### config.mk
export PLATFORM = sky130hd
export DESIGN_NAME = ifetch_unit_flat
export DESIGN_NICKNAME = d
export VERILOG_FILES = /design/src/rtl/riscv_pkg.sv /design/src/rtl/ifetch_unit_if.sv /design/src/rtl/ifetch_unit_fifo.sv /design/src/rtl/ifetch_unit.sv /design/src/flat_wrapper.sv
export SDC_FILE = /design/constraint.sdc
export NUM_CORES = 1
export LEC_CHECK = 0
export ABC_CLOCK_PERIOD_IN_PS = 7000
export CORE_UTILIZATION = 30
export DETAILED_ROUTE_END_ITERATION = 8
export PLACE_DENSITY = 0.5
export SETUP_SLACK_MARGIN = 0.4
export SLEW_MARGIN = 15
export SYNTH_ARGS = -nofsm -noshare
export SYNTH_HDL_FRONTEND = slang
export SYNTH_SLANG_ARGS = --single-unit
### constraint.sdc
create_clock -name clk -period 7 [get_ports clk]
set_clock_uncertainty 0.05 [all_clocks]
set_input_delay 1.05 -clock clk [delete_from_list [all_inputs] [get_ports clk]]
set_output_delay 1.05 -clock clk [all_outputs]
set_load 0.02 [all_outputs]
### src/rtl/riscv_pkg.sv
// Shared types and constants for the instruction fetch stage.
// The optional misaligned-redirect check is enabled with IFETCH_MISALIGN_CHK_EN.
package riscv_pkg;

  localparam logic [31:0] NOP_INSTR = 32'h0000_0013;

  typedef enum logic [1:0] {
    S_BOOT  = 2'd0,
    S_FETCH = 2'd1,
    S_HALT  = 2'd2
  } fetch_state_t;

  typedef struct packed {
    logic [31:0] instr;
    logic [31:0] pc;
  } ifetch_entry_t;

endpackage

### src/rtl/ifetch_unit_if.sv
// Memory request/response and decode-side signals of the fetch stage.
// exc_misaligned_o exists only when IFETCH_MISALIGN_CHK_EN is defined.
interface ifetch_unit_if;
  // Handshakes: a request transfers on a cycle with imem_req_o & imem_gnt_i; one
  // response per grant returns in order on imem_rvalid_i (no back-pressure); an
  // instruction transfers to decode on a cycle with valid_o & ready_i.
  logic        imem_req_o;
  logic [31:0] imem_addr_o;
  logic        imem_gnt_i;
  logic        imem_rvalid_i;
  logic [31:0] imem_rdata_i;
  logic        redirect_i;
  logic [31:0] redirect_pc_i;
  logic        valid_o;
  logic        ready_i;
  logic [31:0] instr_o;
  logic [31:0] pc_o;
`ifdef IFETCH_MISALIGN_CHK_EN
  logic        exc_misaligned_o;

  modport master (
    output imem_req_o, imem_addr_o, valid_o, instr_o, pc_o, exc_misaligned_o,
    input  imem_gnt_i, imem_rvalid_i, imem_rdata_i, redirect_i, redirect_pc_i, ready_i
  );
  modport slave (
    input  imem_req_o, imem_addr_o, valid_o, instr_o, pc_o, exc_misaligned_o,
    output imem_gnt_i, imem_rvalid_i, imem_rdata_i, redirect_i, redirect_pc_i, ready_i
  );
`else
  modport master (
    output imem_req_o, imem_addr_o, valid_o, instr_o, pc_o,
    input  imem_gnt_i, imem_rvalid_i, imem_rdata_i, redirect_i, redirect_pc_i, ready_i
  );
  modport slave (
    input  imem_req_o, imem_addr_o, valid_o, instr_o, pc_o,
    output imem_gnt_i, imem_rvalid_i, imem_rdata_i, redirect_i, redirect_pc_i, ready_i
  );
`endif
endinterface

### src/rtl/ifetch_unit_fifo.sv
// Small in-order FIFO with flush; DEPTH must be a power of two.
// Used both for fetched instructions and for the in-flight PC queue.
module ifetch_fifo #(
  parameter int DEPTH = 2,
  parameter int WIDTH = 64
) (
  input  logic                     clk,
  input  logic                     rst,
  input  logic                     push,
  input  logic                     pop,
  input  logic                     flush,
  input  logic [WIDTH-1:0]         wdata,
  output logic [WIDTH-1:0]         rdata,
  output logic [$clog2(DEPTH):0]   count
);
  localparam int AW = $clog2(DEPTH);
  localparam int CW = AW + 1;

  logic [WIDTH-1:0] mem [DEPTH];
  logic [AW-1:0]    wr_ptr;
  logic [AW-1:0]    rd_ptr;
  logic             do_pop;

  assign do_pop = pop & (count != '0);
  assign rdata  = mem[rd_ptr];

  always_ff @(posedge clk or posedge rst) begin
    if (rst) begin
      wr_ptr <= '0;
      rd_ptr <= '0;
      count  <= '0;
    end else if (flush) begin
      wr_ptr <= '0;
      rd_ptr <= '0;
      count  <= '0;
    end else begin
      if (push)   wr_ptr <= wr_ptr + 1'b1;
      if (do_pop) rd_ptr <= rd_ptr + 1'b1;
      count <= count + CW'(push) - CW'(do_pop);
    end
  end

  always_ff @(posedge clk) begin
    if (push && !flush) mem[wr_ptr] <= wdata;
  end

  // Pushing into a full FIFO is only legal when the head leaves in the same cycle.
  assert property (@(posedge clk) disable iff (rst)
    !(push && !flush && !do_pop && count == CW'(DEPTH)));

endmodule

### src/rtl/ifetch_unit.sv
// Instruction fetch stage: PC, credit-limited memory requests, redirect discard.
// Define IFETCH_MISALIGN_CHK_EN to halt on misaligned redirect targets.
module ifetch_unit
  import riscv_pkg::*;
#(
  parameter logic [31:0] RESET_PC   = 32'h0000_0000,
  parameter int          FIFO_DEPTH = 2
) (
  input logic           clk,
  input logic           rst,
  ifetch_unit_if.master bus
);
  localparam int CW = $clog2(FIFO_DEPTH) + 1;
  localparam int SW = CW + 1;

  fetch_state_t  state_q, state_d;
  logic [31:0]   pc_q, pc_d;
  logic [CW-1:0] outstanding_q, outstanding_d;
  logic [CW-1:0] discard_q, discard_d;
  logic [CW-1:0] fifo_count, pcq_count;
  logic [SW-1:0] credit_used;
  logic          req, grant, rsp, redirect, accept, valid, misaligned;
  logic [31:0]   target_pc, rsp_pc;
  ifetch_entry_t push_entry, head_entry;

  assign redirect    = bus.redirect_i;
  assign rsp         = bus.imem_rvalid_i;
  assign grant       = req & bus.imem_gnt_i;
  assign credit_used = {1'b0, outstanding_q} + {1'b0, fifo_count};

`ifdef IFETCH_MISALIGN_CHK_EN
  assign target_pc            = bus.redirect_pc_i;
  assign misaligned           = (bus.redirect_pc_i[1:0] != 2'b00);
  assign bus.exc_misaligned_o = (state_q == S_HALT);
`else
  assign target_pc  = bus.redirect_pc_i & 32'hFFFF_FFFC;
  assign misaligned = 1'b0;
`endif

  always_ff @(posedge clk or posedge rst) begin
    if (rst) state_q <= S_BOOT;
    else     state_q <= state_d;
  end

  always_comb begin
    state_d = state_q;
    req     = 1'b0;
    case (state_q)
      S_BOOT:  state_d = S_FETCH;
      S_FETCH: req = ~redirect & (credit_used < SW'(FIFO_DEPTH));
      S_HALT:  state_d = S_HALT;
      default: state_d = S_BOOT;
    endcase
    if (redirect) state_d = misaligned ? S_HALT : S_FETCH;
  end

  // Every in-flight response at redirect time (including this cycle's grant) is stale.
  always_comb begin
    pc_d          = pc_q;
    outstanding_d = outstanding_q + CW'(grant) - CW'(rsp);
    discard_d     = discard_q;
    if (redirect)    pc_d = target_pc;
    else if (grant)  pc_d = pc_q + 32'd4;
    if (redirect)                      discard_d = outstanding_d;
    else if (rsp && discard_q != '0)   discard_d = discard_q - 1'b1;
  end

  always_ff @(posedge clk or posedge rst) begin
    if (rst) begin
      pc_q          <= RESET_PC;
      outstanding_q <= '0;
      discard_q     <= '0;
    end else begin
      pc_q          <= pc_d;
      outstanding_q <= outstanding_d;
      discard_q     <= discard_d;
    end
  end

  assign accept     = rsp & ~redirect & (discard_q == '0);
  assign push_entry = '{instr: bus.imem_rdata_i, pc: rsp_pc};
  assign valid      = (fifo_count != '0) & (state_q != S_HALT);

  ifetch_fifo #(.DEPTH(FIFO_DEPTH), .WIDTH(32)) u_pc_queue (
    .clk   (clk),
    .rst   (rst),
    .push  (grant),
    .pop   (rsp),
    .flush (1'b0),
    .wdata (pc_q),
    .rdata (rsp_pc),
    .count (pcq_count)
  );

  ifetch_fifo #(.DEPTH(FIFO_DEPTH), .WIDTH($bits(ifetch_entry_t))) u_instr_fifo (
    .clk   (clk),
    .rst   (rst),
    .push  (accept),
    .pop   (valid & bus.ready_i),
    .flush (redirect),
    .wdata (push_entry),
    .rdata (head_entry),
    .count (fifo_count)
  );

  assert property (@(posedge clk) disable iff (rst) pcq_count == outstanding_q);

  assign bus.imem_req_o  = req;
  assign bus.imem_addr_o = pc_q;
  assign bus.valid_o     = valid;
  assign bus.instr_o     = valid ? head_entry.instr : NOP_INSTR;
  assign bus.pc_o        = valid ? head_entry.pc : 32'h0;

endmodule

### src/flat_wrapper.sv
// flat-port wrapper written by rule: the top's interface ports become plain ports
module ifetch_unit_flat import riscv_pkg::*;
#(
  parameter logic [31:0] RESET_PC   = 32'h0000_0000,
  parameter int          FIFO_DEPTH = 2
)
  (clk, rst, bus_imem_req_o, bus_imem_addr_o, bus_valid_o, bus_instr_o, bus_pc_o, bus_imem_gnt_i, bus_imem_rvalid_i, bus_imem_rdata_i, bus_redirect_i, bus_redirect_pc_i, bus_ready_i);
  ifetch_unit_if bus_i ();
  input logic clk;
  input logic rst;
  output wire logic [$bits(bus_i.imem_req_o)-1:0] bus_imem_req_o;
  output wire logic [$bits(bus_i.imem_addr_o)-1:0] bus_imem_addr_o;
  output wire logic [$bits(bus_i.valid_o)-1:0] bus_valid_o;
  output wire logic [$bits(bus_i.instr_o)-1:0] bus_instr_o;
  output wire logic [$bits(bus_i.pc_o)-1:0] bus_pc_o;
  input wire logic [$bits(bus_i.imem_gnt_i)-1:0] bus_imem_gnt_i;
  input wire logic [$bits(bus_i.imem_rvalid_i)-1:0] bus_imem_rvalid_i;
  input wire logic [$bits(bus_i.imem_rdata_i)-1:0] bus_imem_rdata_i;
  input wire logic [$bits(bus_i.redirect_i)-1:0] bus_redirect_i;
  input wire logic [$bits(bus_i.redirect_pc_i)-1:0] bus_redirect_pc_i;
  input wire logic [$bits(bus_i.ready_i)-1:0] bus_ready_i;
  assign bus_imem_req_o = bus_i.imem_req_o;
  assign bus_imem_addr_o = bus_i.imem_addr_o;
  assign bus_valid_o = bus_i.valid_o;
  assign bus_instr_o = bus_i.instr_o;
  assign bus_pc_o = bus_i.pc_o;
  assign bus_i.imem_gnt_i = bus_imem_gnt_i;
  assign bus_i.imem_rvalid_i = bus_imem_rvalid_i;
  assign bus_i.imem_rdata_i = bus_imem_rdata_i;
  assign bus_i.redirect_i = bus_redirect_i;
  assign bus_i.redirect_pc_i = bus_redirect_pc_i;
  assign bus_i.ready_i = bus_ready_i;
  ifetch_unit #(.RESET_PC(RESET_PC), .FIFO_DEPTH(FIFO_DEPTH)) u_core (.clk(clk), .rst(rst), .bus(bus_i));
endmodule
## After elaboration in Yosys (flattened, before gate mapping)

Memory sizes are Yosys's and may differ from the RTL's.
Cells that the tools add are included.
W data, S select, Z words.

- Memories: 2
- Register bits after elaboration: 46
- Word-level logic and storage cells: 69
- Output and inout bits: 98
- Memory bits (writable): 192
- Input bits: 70

Memories:

| memory | words | width | rd ports | clocked after memory_dff | wr ports | RTL line | text |
|---|---|---|---|---|---|---|---|
| u_core.u_instr_fifo.mem | 2 | 64 | 1 | 0 | 1 | ifetch_unit_fifo.sv:19 | `logic [WIDTH-1:0] mem [DEPTH];` |
| u_core.u_pc_queue.mem | 2 | 32 | 1 | 0 | 1 | ifetch_unit_fifo.sv:19 |  |

- Reduce and logical (&&, ||, !) cells: 12
- Equal/unequal tests: 4
- Bitwise operators: 9
- Multiplexer cells: 18
- Add/subtract/negate cells: 13
- $lt $le $gt $ge: 1

Operators by type and width:

| cell | number |
|---|---|
| $mux W32 | 4 |
| $add A32 B3 Y32 const B | 1 |
| $reduce_bool A2 Y1 | 7 |
| $mux W1 | 9 |
| $and A1 B1 Y1 | 8 |
| $mux W2 | 4 |
| $add A2 B1 Y2 | 3 |
| $pmux W2 S3 | 1 |
| $sub A2 B1 Y2 | 3 |
| $add A1 B1 Y1 const B | 4 |
| $logic_not A2 Y1 | 2 |
| $ne A2 B2 Y1 const B | 2 |
| $add A2 B2 Y3 | 1 |
| $lt A3 B2 Y1 const B | 1 |
| $eq A2 B1 Y1 const B | 1 |
| $eq A2 B2 Y1 const B | 1 |
| $logic_and A1 B1 Y1 | 2 |
| $sub A2 B1 Y2 const B | 1 |
| $logic_not A1 Y1 | 1 |
| $not A1 Y1 | 1 |

## Depth between registers and ports, before layout

- Depth in word-level cells: 8
- Depth in mapped cells: 12
- Depth with buffers taken out: 10

## Cells and area by module

From an unflattened synthesis, not the netlist that was laid out.

- Cell total of the unflattened synthesis: 677
- Area total of the unflattened synthesis: 10102.2 µm²

By module, submodules not included:

| module | area each (µm²) | instances | cells an instance |
|---|---|---|---|
| ifetch_fifo (u_core.u_instr_fifo) | 4857.2 | 1 | 219 |
| ifetch_unit | 2680.1 | 1 | 338 |
| ifetch_fifo (u_core.u_pc_queue) | 2565.0 | 1 | 120 |

## Worst setup path after synthesis

Ideal clock, no wire load.

- Path kind: input port to flip-flop
- Start: in bus_redirect_i
- End: mem u_core.u_instr_fifo.mem[0][10], enable pin
- Data arrival time: 4277 ps
- Slack: 2191 ps
- Library setup time: 482 ps
- Cell stages on the path: 4
- Cell sequence: buf_6 > clkbuf_1 > or2_2 > nor2_1

- Cells in the longest elaborated chain, start to end: 6
- Elaborated cells between the ends (all ways): 7
- Classes of those cells: 2 x mux; 3 x bitwise; 2 x reduce/logical

RTL lines:

| element | RTL line | text |
|---|---|---|
| from (decl) | flat_wrapper.sv:19 | `input wire logic [$bits(bus_i.redirect_i)-1:0] bus_redirect_i;` |
| $not A1 Y1 | ifetch_unit.sv:80 | `assign accept = rsp & ~redirect & (discard_q == '0);` |
| $and A1 B1 Y1 (2 in a row) | ifetch_unit.sv:80 |  |
| $logic_and A1 B1 Y1 (*) | ifetch_unit_fifo.sv:44 | `if (push && !flush) mem[wr_ptr] <= wdata;` |
| $mux W1 (*) | ifetch_unit_fifo.sv:44 |  |
| $mux W1 (implied by the code) (*) | ifetch_unit_fifo.sv:44 |  |
| to (decl) | ifetch_unit_fifo.sv:19 |  |

Every way passes the cells marked *; elsewhere a longest branch is shown, timed or not.

## Worst setup path after layout

- Start: reg u_core.u_instr_fifo.rd_ptr
- End: out bus_pc_o[13]

- Cells in the longest elaborated chain, start to end: 2

RTL lines:

| element | RTL line | text |
|---|---|---|
| from (decl) | ifetch_unit_fifo.sv:21 | `logic [AW-1:0] rd_ptr;` |
| from (signal assigned) | ifetch_unit_fifo.sv:38 | `if (do_pop) rd_ptr <= rd_ptr + 1'b1;` |
| $mem_v2 Z2 W64 | n/a |  |
| $mux W32 | ifetch_unit.sv:112 | `assign bus.pc_o = valid ? head_entry.pc : 32'h0;` |
| to (decl) | flat_wrapper.sv:15 | `output wire logic [$bits(bus_i.pc_o)-1:0] bus_pc_o;` |

Every way passes these cells.

==> flow_summary.toml <==
[placed_design]
gp_congestion = 0.7473
numPortBuffers = 161
dp_hpwl_um = 13440

[min_path]
hold_end = "u_core.u_pc_queue.count[0]$_DFF_PP0_"
hold_depth = 1
min_from = "u_core.u_pc_queue.count[0]$_DFF_PP0_"
hp-class = "reg2reg"

[worst_setup_path]
crit_arrival_ps = 2910
timing.rr.end = "u_core.bus.imem_addr_o[21]$_DFFE_PP0P_"
cp-start-kind = "flip-flop"
cp.required_ps = 5900
r2r_slack_ps = 3560
r2r.worst_path.cells = 8
cp-end-kind = "output port"
crit_path_max_fanout = 42
rr_startpoint = "u_core.u_instr_fifo.count[0]$_DFF_PP0_"
crit_type = "reg2out"

[sta]
finalSetupTns_ps = 0
finalMaxSlewViolations = 0
post-route-period-util_pct = 57.33
fin_crit_ps = 4013
setup_viol = 0
slew_headroom_pct = 27.10
hold_violations = 0
tightest_slew_ps = 1091
clock.fmax_mhz = 249.2
rsz0062_at_grt = "no"

[yosys]
synthXorXnorAreaFrac_pct = 1.021
seq_area_frac_synth_pct = 70.25
synthAdderAreaFrac_pct = 1.273
synth_area_leader_cell = "edfxtp_1"
yosys.area_share.simple_pct = 10.48
ys_types = 55
muxShareOfSynthArea_pct = 10.27
synthArstFlopShare_pct = 19.30
synth_compound_gate_area_share_pct = 4.377
synth_warnings = 0
ys_top_cells_by_area = "edfxtp_1 (59%), dfrtp_1 (12%), mux2i_1 (6.7%)"
synth.top_cell.area_share_pct = 58.58
syn_inst = 648
synth_top_family_by_area = "simple AND/OR/NAND/NOR gates"
synth_area_per_cell_sq_um = 14.56
ys_seq_elements = 228
synth_edf_count = 184
syn_area_sq_um = 9433
ys.flop_type = "edfxtp_1"

[floorplan]
die_x_um = 179.3
initial_core_util_pct = 30.68
die_y_um = 179.3
core_area_sq_um = 30750
num_rows = 64
ios = 168
die_area_sq_um = 32160

[pwr]
p_clk_share_pct = 29.5
seq_power_share_pct = 42.2
p_int_uw = 3085
netSwitchingPower_uw = 1367
power_density_nw_per_um2 = 361.4
irDropWorstVdd_v = 0.0001675
p_leak_uw = 0.004204
swShare_pct = 30.70
p_comb_share_pct = 28.3

[global_routing]
grt_pass1_vias = 5631
grt-ovfl-total = 0
grt_use_total_pct = 13.35
grt_pass1_wl_um = 32730
antenna_found_initial = 0
grt_max_degree = 61

[clock_tree]
clock-root-buffer = "clkbuf_16"
cts_resized = 0
cts.path.max_buffers = 3
cts_buffers = 25
cts_tree = "built"
ctsHoldBuffers = 0
clock_latency_ps = 510
clk_pin_slew_ps = 60
cts.sinks = 228
postCtsSetupBuffers = 0
htreeDepth = 1

[finish]
final_nets = 894
syn2layout_area_growth_pct = 30.57
drive_above_1_share_pct = 11.28
post-route-util_pct = 40.06
antenna_cells = 0

[drt]
drt_iter0_drc = 343
drcViolationCount = 24
vias_per_cell = 4.724
ant_nets = 0
drt_wl_total_um = 21560
dr_total_vias = 5806
firstDrtPassIters = 9
wl_per_cell_um = 17.55

[run]
maxCapViolations = 0

[run_status]
run_status = "finished with violations"
failed_checks = "DRC"
[cell usage after synthesis (5+ instances only)]
library cell,number
nand2_1,37
o21ai_0,18
nor2b_1,6
buf_4,6
nor2_1,79
nand4_1,11
edfxtp_1,184
a21oi_1,8
nand3b_1,6
buf_1,9
o211ai_1,12
ha_1,8
clkbuf_1,14
mux2_2,30
xnor2_1,9
mux2i_1,63
inv_1,16
nor3_1,6
and3_1,6
or3_1,5
nand3_1,15
dfrtp_1,44
[stage by stage]
stage	area (sq um)	power, uW	hold slack, ps	worst slack, ps	std cells
4_1_cts	12320	4527	449.5	2870	1229
3_5_place_dp	11490	3193	434.7	2982	1184
2_1_floorplan	9444	2630	375.2	2191	651
3_3_place_gp	11490	3183	434.7	2983	1184
6_report	12320	4451	449.2	2987	1229
5_1_grt	12320	4696	467.2	2734	1229
[cells in the final DEF, fill, tap and decap left out, types with 4 or more instances in the layout]
| master | instances |
|---|---|
| bufinv_16 | 4 |
| nand3b_1 | 6 |
| o311ai_1 | 4 |
| a21oi_1 | 8 |
| nor2b_1 | 6 |
| nand4_2 | 4 |
| nand4_1 | 11 |
| clkbuf_1 | 5 |
| and3_1 | 6 |
| inv_1 | 15 |
| nor2_1 | 76 |
| conb_1 | 4 |
| o211ai_1 | 12 |
| o21ai_0 | 18 |
| buf_4 | 8 |
| ha_1 | 8 |
| mux2i_1 | 63 |
| edfxtp_1 | 184 |
| mux2_2 | 30 |
| xnor2_1 | 9 |
| clkbuf_16 | 25 |
| clkdlybuf4s50_1 | 160 |
| nand3_1 | 15 |
| nand2_1 | 37 |
| clkinv_1 | 6 |
| nor3_1 | 6 |
| dfrtp_1 | 43 |
| or3_1 | 5 |
[power groups by stage]
stage          clock network, uW  logic [uW]  registers, uW
3_5_place_dp                   0        1280           1910
4_1_cts                     1350        1290           1880
3_3_place_gp                   0        1270           1910
5_1_grt                     1410        1380           1900
2_1_floorplan                  0         758           1870
6_report                    1310        1260           1880
[cells by family (layout without fill, tap and decap cells)]
group | count (synthesis) | in the layout
flops | 228 | 228
simple gates | 195 | 195
mux | 93 | 93
compound gates | 62 | 62
buf+inv | 49 | 231
xor+xnor | 11 | 11
fa+ha+maj | 9 | 9
other cells | 1 | 4
[how the worst max path moves through the flow]
stage	from	end	slack, ps	cells after the start
5_1_grt	u_core.u_instr_fifo.rd_ptr$_DFFE_PP0P_	bus_pc_o[13]	2730	4
4_1_cts	u_core.u_instr_fifo.rd_ptr$_DFFE_PP0P_	bus_pc_o[13]	2870	4
2_1_floorplan	bus_redirect_i	u_core.u_instr_fifo.mem[0][10]$_DFFE_PP_	2190	4
3_5_place_dp	bus_imem_rvalid_i	u_core.u_instr_fifo.mem[0][58]$_DFFE_PP_	2980	5
6_report	u_core.u_instr_fifo.rd_ptr$_DFFE_PP0P_	bus_pc_o[13]	2990	4
3_3_place_gp	bus_imem_rvalid_i	u_core.u_instr_fifo.mem[0][58]$_DFFE_PP_	2980	5
[flip-flops by register name, indices dropped and copies added (netlist names), 2 cells and up]
signal and flops:
u_core.u_pc_queue.count 2, u_core.bus.imem_addr_o 30, u_core.u_instr_fifo.mem 124, u_core.u_instr_fifo.count 2
u_core.discard_q 2, u_core.state_q 2, u_core.outstanding_q 2, u_core.u_pc_queue.mem 60
[per-layer routing]
metal / vias to the layer above / wire length, um / global-route usage [%]
met5: - / 0 / 0
met4: 0 / 241 / 2.626
met1: 2872 / 9826 / 18.29
li1: 2746 / - / -
met3: 16 / 1298 / 2.587
met2: 172 / 10200 / 21.99
[area by class of cell]
type                    instances  area, sq um
clock buffers                  30        644.4
clock inverters                15        178.9
fillers                      2876        18430
inverters                      17        63.81
multi-input cells             374         2638
flip-flops and latches        228         6630
well taps                     396        495.5
repair buffers                169         1667
[worst max-delay path: stages, from the launching register on]
cell	delay, ps
dfrtp_4	710
buf_4	710
mux2i_1	160
nor2_1	140
clkdlybuf4s50_1	670
No activity file was read; power rests on OpenSTA's default activity.
